## config.mk

```make
export PLATFORM = sky130hd
export DESIGN_NAME = multi_pulse_gen
export DESIGN_NICKNAME = d
export VERILOG_FILES = /design/src/rtl/pulse_gen_pkg.sv /design/src/rtl/pulse_gen_chan.sv /design/src/rtl/multi_pulse_gen.sv
export SDC_FILE = /design/constraint.sdc
export NUM_CORES = 2
export LEC_CHECK = 0
export BUFFER_PORTS_ARGS = -buffer_cell sky130_fd_sc_hd__buf_2
export CAP_MARGIN = 20
export CORE_MARGIN = 4
export CORE_UTILIZATION = 30
export DETAILED_ROUTE_END_ITERATION = 8
export HOLD_SLACK_MARGIN = 0.08
export PLACE_DENSITY = 0.54
export SETUP_SLACK_MARGIN = 0.2
export SLEW_MARGIN = 0
export SYNTH_ARGS = -nofsm -noshare
export SYNTH_HDL_FRONTEND = slang
export SYNTH_SLANG_ARGS = --single-unit
```

## constraint.sdc

```tcl
create_clock -name clk -period 5.24 [get_ports clk]
set_input_delay 1.048 -clock clk [delete_from_list [all_inputs] [get_ports clk]]
set_output_delay 1.048 -clock clk [all_outputs]
set_load 0.005 [all_outputs]
```

## src/rtl/pulse_gen_pkg.sv

```systemverilog
// Shared types and defaults for the multi-channel pulse generator.
// The state enum is used by every channel instance; CNT_W_DEFAULT sizes the count fields.
package pulse_gen_pkg;

  localparam int CNT_W_DEFAULT = 32;

  typedef enum logic [1:0] {
    IDLE  = 2'd0,
    DELAY = 2'd1,
    PULSE = 2'd2,
    GAP   = 2'd3
  } pulse_state_e;

endpackage

```

## src/rtl/pulse_gen_chan.sv

```systemverilog
// One pulse channel: programmable delay, width, gap and repeat count, with a wait_on release
// qualifier. Optional wait_on timeout is compiled in with the PULSE_GEN_TIMEOUT_EN macro.
module pulse_gen_chan
  import pulse_gen_pkg::*;
#(
  parameter int CNT_W = CNT_W_DEFAULT
) (
  input  logic             clk,
  input  logic             reset,
  input  logic             start,
  input  logic             abort,
  input  logic [CNT_W-1:0] delay_cnt,
  input  logic [CNT_W-1:0] width_cnt,
  input  logic [CNT_W-1:0] gap_cnt,
  input  logic [CNT_W-1:0] repeat_cnt,
  input  logic             wait_on,
  input  logic [CNT_W-1:0] timeout_cnt,
  output logic             pulse,
  output logic             busy,
  output logic             done,
  output logic             timeout
);

  localparam logic [CNT_W-1:0] ONE = CNT_W'(1);

  pulse_state_e     r_state;
  logic [CNT_W-1:0] r_cnt;
  logic [CNT_W-1:0] r_delay_m1;
  logic [CNT_W-1:0] r_width_m1;
  logic [CNT_W-1:0] r_gap_m1;
  logic [CNT_W-1:0] r_rep;
  logic             r_done;
  logic             r_timeout;

  logic [CNT_W-1:0] w_cnt_inc;
  logic             w_delay_met;
  logic             w_width_met;
  logic             w_gap_met;
  logic             w_release;
  logic             w_to_hit;

  // In-state counter holds at all-ones so a long wait_on stall never re-arms the width check.
  assign w_cnt_inc   = (r_cnt == '1) ? r_cnt : r_cnt + ONE;
  assign w_delay_met = (r_cnt >= r_delay_m1);
  assign w_width_met = (r_cnt >= r_width_m1);
  assign w_gap_met   = (r_cnt >= r_gap_m1);
  assign w_release   = w_width_met && wait_on;

`ifdef PULSE_GEN_TIMEOUT_EN
  assign w_to_hit = (timeout_cnt != '0) && w_width_met && !wait_on && (r_cnt >= timeout_cnt);
`else
  logic w_unused_timeout_cnt;
  assign w_unused_timeout_cnt = ^timeout_cnt;
  assign w_to_hit             = 1'b0;
`endif

  always_ff @(posedge clk) begin
    if (reset) begin
      r_state    <= IDLE;
      r_cnt      <= '0;
      r_delay_m1 <= '0;
      r_width_m1 <= '0;
      r_gap_m1   <= '0;
      r_rep      <= '0;
      r_done     <= 1'b0;
      r_timeout  <= 1'b0;
    end else begin
      r_done    <= 1'b0;
      r_timeout <= 1'b0;
      if (abort) begin
        r_state <= IDLE;
        r_cnt   <= '0;
      end else begin
        case (r_state)
          IDLE: begin
            r_cnt <= '0;
            if (start) begin
              // Stored as "last count" values; zero width and zero gap collapse to one cycle.
              r_delay_m1 <= delay_cnt - ONE;
              r_width_m1 <= (width_cnt == '0) ? '0 : width_cnt - ONE;
              r_gap_m1   <= (gap_cnt == '0) ? '0 : gap_cnt - ONE;
              r_rep      <= repeat_cnt;
              r_state    <= (delay_cnt != '0) ? DELAY : PULSE;
            end
          end
          DELAY: begin
            if (w_delay_met) begin
              r_state <= PULSE;
              r_cnt   <= '0;
            end else begin
              r_cnt <= w_cnt_inc;
            end
          end
          PULSE: begin
            if (w_release) begin
              r_cnt <= '0;
              if (r_rep != '0) begin
                r_rep   <= r_rep - ONE;
                r_state <= GAP;
              end else begin
                r_state <= IDLE;
                r_done  <= 1'b1;
              end
            end else if (w_to_hit) begin
              r_cnt     <= '0;
              r_state   <= IDLE;
              r_timeout <= 1'b1;
            end else begin
              r_cnt <= w_cnt_inc;
            end
          end
          GAP: begin
            if (w_gap_met) begin
              r_state <= PULSE;
              r_cnt   <= '0;
            end else begin
              r_cnt <= w_cnt_inc;
            end
          end
          default: begin
            r_state <= IDLE;
            r_cnt   <= '0;
          end
        endcase
      end
    end
  end

  assign pulse   = (r_state == PULSE);
  assign busy    = (r_state != IDLE);
  assign done    = r_done;
  assign timeout = r_timeout;

endmodule

```

## src/rtl/multi_pulse_gen.sv

```systemverilog
// NUM_CH independent pulse channels sharing one clock, reset and timeout limit.
// Timeout support is selected by the PULSE_GEN_TIMEOUT_EN macro inside pulse_gen_chan.
module multi_pulse_gen
  import pulse_gen_pkg::*;
#(
  parameter int NUM_CH = 4,
  parameter int CNT_W  = CNT_W_DEFAULT
) (
  input  logic                    clk,
  input  logic                    reset,
  input  logic [NUM_CH-1:0]       start,
  input  logic [NUM_CH-1:0]       abort,
  input  logic [NUM_CH*CNT_W-1:0] delay_cnt,
  input  logic [NUM_CH*CNT_W-1:0] width_cnt,
  input  logic [NUM_CH*CNT_W-1:0] gap_cnt,
  input  logic [NUM_CH*CNT_W-1:0] repeat_cnt,
  input  logic [NUM_CH-1:0]       wait_on,
  input  logic [CNT_W-1:0]        timeout_cnt,
  output logic [NUM_CH-1:0]       pulse,
  output logic [NUM_CH-1:0]       busy,
  output logic [NUM_CH-1:0]       done,
  output logic [NUM_CH-1:0]       timeout
);

  for (genvar gi = 0; gi < NUM_CH; gi++) begin : g_chan
    pulse_gen_chan #(
      .CNT_W (CNT_W)
    ) u_chan (
      .clk         (clk),
      .reset       (reset),
      .start       (start[gi]),
      .abort       (abort[gi]),
      .delay_cnt   (delay_cnt[gi*CNT_W +: CNT_W]),
      .width_cnt   (width_cnt[gi*CNT_W +: CNT_W]),
      .gap_cnt     (gap_cnt[gi*CNT_W +: CNT_W]),
      .repeat_cnt  (repeat_cnt[gi*CNT_W +: CNT_W]),
      .wait_on     (wait_on[gi]),
      .timeout_cnt (timeout_cnt),
      .pulse       (pulse[gi]),
      .busy        (busy[gi]),
      .done        (done[gi]),
      .timeout     (timeout[gi])
    );
  end

endmodule

```

; ---- Word level (Yosys, flattened, before mapping)
; Index checks and enable logic that the tools add are counted.
[classes]
order_cmp = 12
muxes = 76
add_sub_neg = 20
n_eq_ne = 36
n_reduce_logical = 52
bitwise = 12
[ops]
columns = operator, count
row1 = 32-bit 2-to-1 mux, 36
row2 = 32-bit case mux with 4 select lines, 4
row3 = 32-bit by 1-bit subtractor with 32-bit output (second input constant), 16
row4 = 32-bit >= comparator, 12
row5 = 32-bit zero test, 8
row6 = 32-bit case mux with 2 select lines, 4
row7 = 32-bit nonzero test, 8
row8 = 32-bit by 1-bit adder with 32-bit output (second input constant), 4
row9 = 32-bit == test (second input constant), 4
row10 = 2-bit 2-to-1 mux, 24
row11 = 2-bit case mux with 4 select lines, 4
row12 = 2-bit != test (second input constant), 12
row13 = 5-bit AND reduction, 4
row14 = 2-bit == test (second input constant), 8
row15 = 2-bit by 1-bit != test with 1-bit output (second input constant), 8
row16 = 4-bit AND reduction, 4
row17 = 2-bit nonzero test, 8
row18 = 4-bit OR reduction, 4
row19 = 1-bit inverter, 12
row20 = 3-bit AND reduction, 4
row21 = 2-bit by 1-bit == test with 1-bit output (second input constant), 4
row22 = 2-bit zero test, 4
row23 = 2-bit OR reduction, 4
row24 = 1-bit logical AND, 4
row25 = 1-bit 2-to-1 mux, 4
[word_totals]
regBits = 652
word_cells = 236
inputBits = 558
out_inout_bits = 16

; ---- Logic depth before layout (Yosys ltp)
[logic_depth]
ltp_word = 4
mapped_depth = 12
mapped_depth_nobuf = 10

; ---- By module
; Synthesis repeated with hierarchy kept, for this count alone.
[hier_totals]
cells_unflattened = 5596
hier_area_um2 = 44346.3
[by_module_without_submodules]
columns = mod, seq_area_each_um2, cells_per_inst, area_per_inst_um2, instances
row1 = pulse_gen_chan (g_chan[1].u_chan ...), 3263.1, 1392, 11125.7, 2
row2 = pulse_gen_chan (g_chan[3].u_chan), 3263.1, 1403, 11114.4, 1
row3 = pulse_gen_chan (g_chan[0].u_chan), 3263.1, 1409, 10980.5, 1

; ---- Least setup slack after synthesis
; Ideal clock, no wire load.
[synth_path]
path_type = in2reg
start = input port gap_cnt[0]
end = register g_chan[0].u_chan.r_gap_m1[18]
required_ns = 5.112
path_stages = 10
path_slack_ns = 1.624
setup_ns = 0.128
arrival_ns = 3.488
path_buffers = 1
cell_sequence = inv_1 ha_1 or4b_2 nor2b_1 nand2_1 nor4_1 a21oi_1 clkbuf_1 a22oi_1 nor2_1
[synth_between]
elab_chain_len = 2
elab_cells_between_ends = 3
classes_between = add/sub: 1 / mux: 1 / reduce/logical: 1
[synth_lines]
columns = element, line
row1 = "start, declared", multi_pulse_gen.sv:15  ; input logic [NUM_CH*CNT_W-1:0] gap_cnt,
row2 = 32-bit by 1-bit subtractor with 32-bit output or 32-bit zero test (tied branches), pulse_gen_chan.sv:81  ; r_gap_m1 <= (gap_cnt == '0) ? '0 : gap_cnt - ONE;
row3 = 32-bit 2-to-1 mux (*), pulse_gen_chan.sv:81
row4 = "end signal, assigned", pulse_gen_chan.sv:81
row5 = "end, declared", pulse_gen_chan.sv:30  ; logic [CNT_W-1:0] r_gap_m1;
; Every way passes the cells marked *; elsewhere a longest branch is shown, timed or not.
; A chain may end at the register's enable or synchronous reset.

; ---- Worst setup path in the final report
[layout_path]
start = register g_chan[0].u_chan.r_state[1]
end = output port pulse[0]
[layout_between]
elab_chain_len = 1
[layout_lines]
columns = element, line
row1 = "start, declared", pulse_gen_chan.sv:26  ; pulse_state_e r_state;
row2 = "start signal, assigned", pulse_gen_chan.sv:83  ; r_state <= (delay_cnt != '0) ? DELAY : PULSE;
row3 = 2-bit == test, pulse_gen_chan.sv:129  ; assign pulse = (r_state == PULSE);
row4 = "end, declared", multi_pulse_gen.sv:19  ; output logic [NUM_CH-1:0] pulse,
; No other way between the ends.

==> run metrics <==
clock power share=43.3%; hold wc startpoint=g_chan[3].u_chan.r_gap_m1[29]; Tot GR Track Use=19.0%; final WL=147000 microns; Worst Slack Setup Final=1.31 ns; Synth Register Bits=652; Post-Synthesis Cells=5601; Worst-Skew Late Latency=0.69 ns; Row Count=138; Root Buffer=clkbuf_16; Most used DFF post-synth=dfxtp_1; sequential share of the synthesized area=30.4%; fill count=15000; Num Clock Sinks=652; Routed Antenna Nets=0; vias in the first global route=38900; Nets=6997; Max FO, Critical Path=66; Boundary Pins=574; die area=149000 sq um; post-place setup slack=1.09 ns; Slew Limit Fails=0; CTS H-Tree Depth=3; Initial Utilization=30.3%; Hold Path Depth=2; main area contributors after synthesis=dfxtp_1, ha_1, nor2_1; multiplexer share of the synthesized area=0.330%; critical-path cell list=nand2b_2, buf_4, inv_1, buf_2; cell taking the most area after synthesis=dfxtp_1; Synth Area in Simple Gates=23.9%; slew at the pin closest to its max-slew limit=1.06 ns; initial antenna violation count=47; Seq pwr share=40.1%; cell with the most instances after synthesis=nor2_1; Iteration-0 DRC Markers=2631; Worst Skew=0.0297 ns; layout cells sized above 1=13.1%; CP required=4.19 ns; Avg WL per Cell=18.4 microns; combinational family with the most area after synthesis=simple AND/OR/NAND/NOR gates; Area growth syn-to-layout=17.1%; Hold Path Class=flip-flop to flip-flop; CP max stage delay=0.85 ns; hold_buf cts=0; RSZ-0062 raised after global routing=no; PortBufs=537; fin crit share=75.0%; asr flop ratio synth=0%; slowest cell on the critical path=inv_1; synthesized area per cell=7.66 sq um; critical path data arrival time=2.88 ns; combinational share of power=16.6%; final hold violation count=0; synthesis warning total=0; Vias=41100; post-CTS sizing=0; grt ovf=0; Max-Cap Viols=0; CTS tree=built; synthesized cell area=42900 sq um; R2R cell count=10; Leakage=19.7 nW; status=finished clean; maximum VDD drop=0.221 mV; Fmax=255 MHz; Power Density=267 nW/um^2; Pint=9.49 mW; Synth Area in Adders=11.9%; post-synth top area share=30.4%; clock slew at reported path FFs=0.06 ns; Critical Path Start=g_chan[0].u_chan.r_state[1]; total CTS buffers=82; Via density=5.13; Die W=386 microns; Net Sw Frac=29.2%; synth cell count leaders=nor2_1, dfxtp_1, nand2_1, inv_1, ha_1; nature of the critical path endpoint=output port; first-pass GRT wire length=224000 microns; Pwr Total=13.4 mW; Total Neg Setup Slack=0 ns; DR pass1 iterations=5; drc violations=0; Rel. slew slack=29.6%; dpl hpwl=114000 microns; Chip Height=386 microns; EDFF count, synth=0; Unique masters post-synth=86; setup violators final=0; Critical Path Start Type=flip-flop; Longest Clk Path Bufs=3; pin count of the biggest net entering global routing=88; Crit Path Class=flip-flop to output port; Core ar.=142000 sq um; compound-cell area share of the yosys netlist=18.3%; worst r2r src=g_chan[2].u_chan.r_cnt[25]; minimum clock period=3.93 ns; switching power total=3.91 mW; Synth Area in XOR/XNOR=8.80%; gpl congestion=0.907; buffer count from post-CTS setup fixing=0
[power by group through the flow]
stage	logic (mW)	clock network [mW]	registers (mW)
after detailed placement	2.22	0	5.48
final	2.23	5.80	5.38
after floorplan	1.42	0	5.43
after global placement	2.19	0	5.47
after global routing	2.51	6.16	5.41
after CTS	2.23	5.97	5.38
[per-layer routing]
metal  wire, microns  global-route usage [%]  vias to the layer above
li1                -                       -                    20700
met5              41                       0                        -
met3            9200                    3.65                      223
met4            4550                    6.03                        6
met2           66400                    30.9                     1025
met1           66900                    25.4                    19100
[placed cells by master (no fill, tap or decap), types with 18 or more instances in the layout]
master	count
or2_2	18
dfxtp_1	652
clkbuf_1	18
a31oi_1	19
ha_1	408
a32o_1	25
nor4_1	106
and3_1	30
o21ai_0	282
o41ai_1	24
clkbuf_16	85
or3_1	69
nand2_1	553
or4_1	64
inv_1	442
nor2b_1	28
nand2b_1	24
diode_2	27
nand3_1	175
buf_2	536
buf_4	50
a21o_1	58
xnor2_1	205
nand4_1	102
nor2_1	690
nor3_1	227
a21oi_1	366
a22oi_1	83
xor2_1	226
and4_1	22
o32ai_1	19
o31ai_1	34
a211oi_1	147
[sequential cells by signal, indices dropped and copies added, names as in the netlist]
name / flops
g_chan.u_chan.r_cnt: 128
g_chan.u_chan.r_gap_m1: 128
g_chan.u_chan.r_rep: 128
g_chan.u_chan.r_state: 8
g_chan.u_chan.done: 4
g_chan.u_chan.r_width_m1: 128
g_chan.u_chan.r_delay_m1: 128
[critical path, delay by kind of cell, from the launching register on]
family / cells / cell delay, ns
buffers and inverters: 3 / 1.49
DFF: 1 / 0.60
and+or+nand+nor: 1 / 0.08
[area by class of cell]
class                      count  area (sq um)  share of cell area, %
multi-input combinational   4262         27200                   54.2
inverter                     444          1670                   3.32
sequential                   652         13100                   26.0
tap                         1890          2360                   4.71
clock buffer                 117          2390                   4.75
antenna                       27          67.6                  0.135
clock inverter                25           330                  0.658
timing repair buffer         589          3110                   6.20
[worst paths after layout]
| path | end | slack [ns] |
|---|---|---|
| max | pulse[0] | 1.31 |
| min | g_chan[3].u_chan.r_gap_m1[29] | 0.45 |
| max reg2reg | g_chan[2].u_chan.r_rep[13] | 1.37 |
| min reg2reg | g_chan[3].u_chan.r_gap_m1[29] | 0.45 |
[per-stage QoR]
stage	util (%)	area, sq um	cells	hold WS [ns]
after global routing	35.4	50200	7993	0.465
after CTS	35.4	50100	7978	0.452
after detailed placement	33.5	47400	7836	0.443
after global placement	33.5	47400	7835	0.438
after floorplan	-	42900	5604	0.425
final	35.4	50200	8006	0.447
[kinds of logic (layout without fill, tap and decap cells)]
logic type,count (synthesis),in the layout
AND/OR/NAND/NOR,2178,2178
AO/OA/AOI/OAI,1227,1227
buffers and inverters,690,1175
flip-flops,652,652
XOR/XNOR,431,431
adder cells (fa/ha/maj),408,408
multiplexers,14,14
other,1,31
Power figures use the tool's default switching activity.
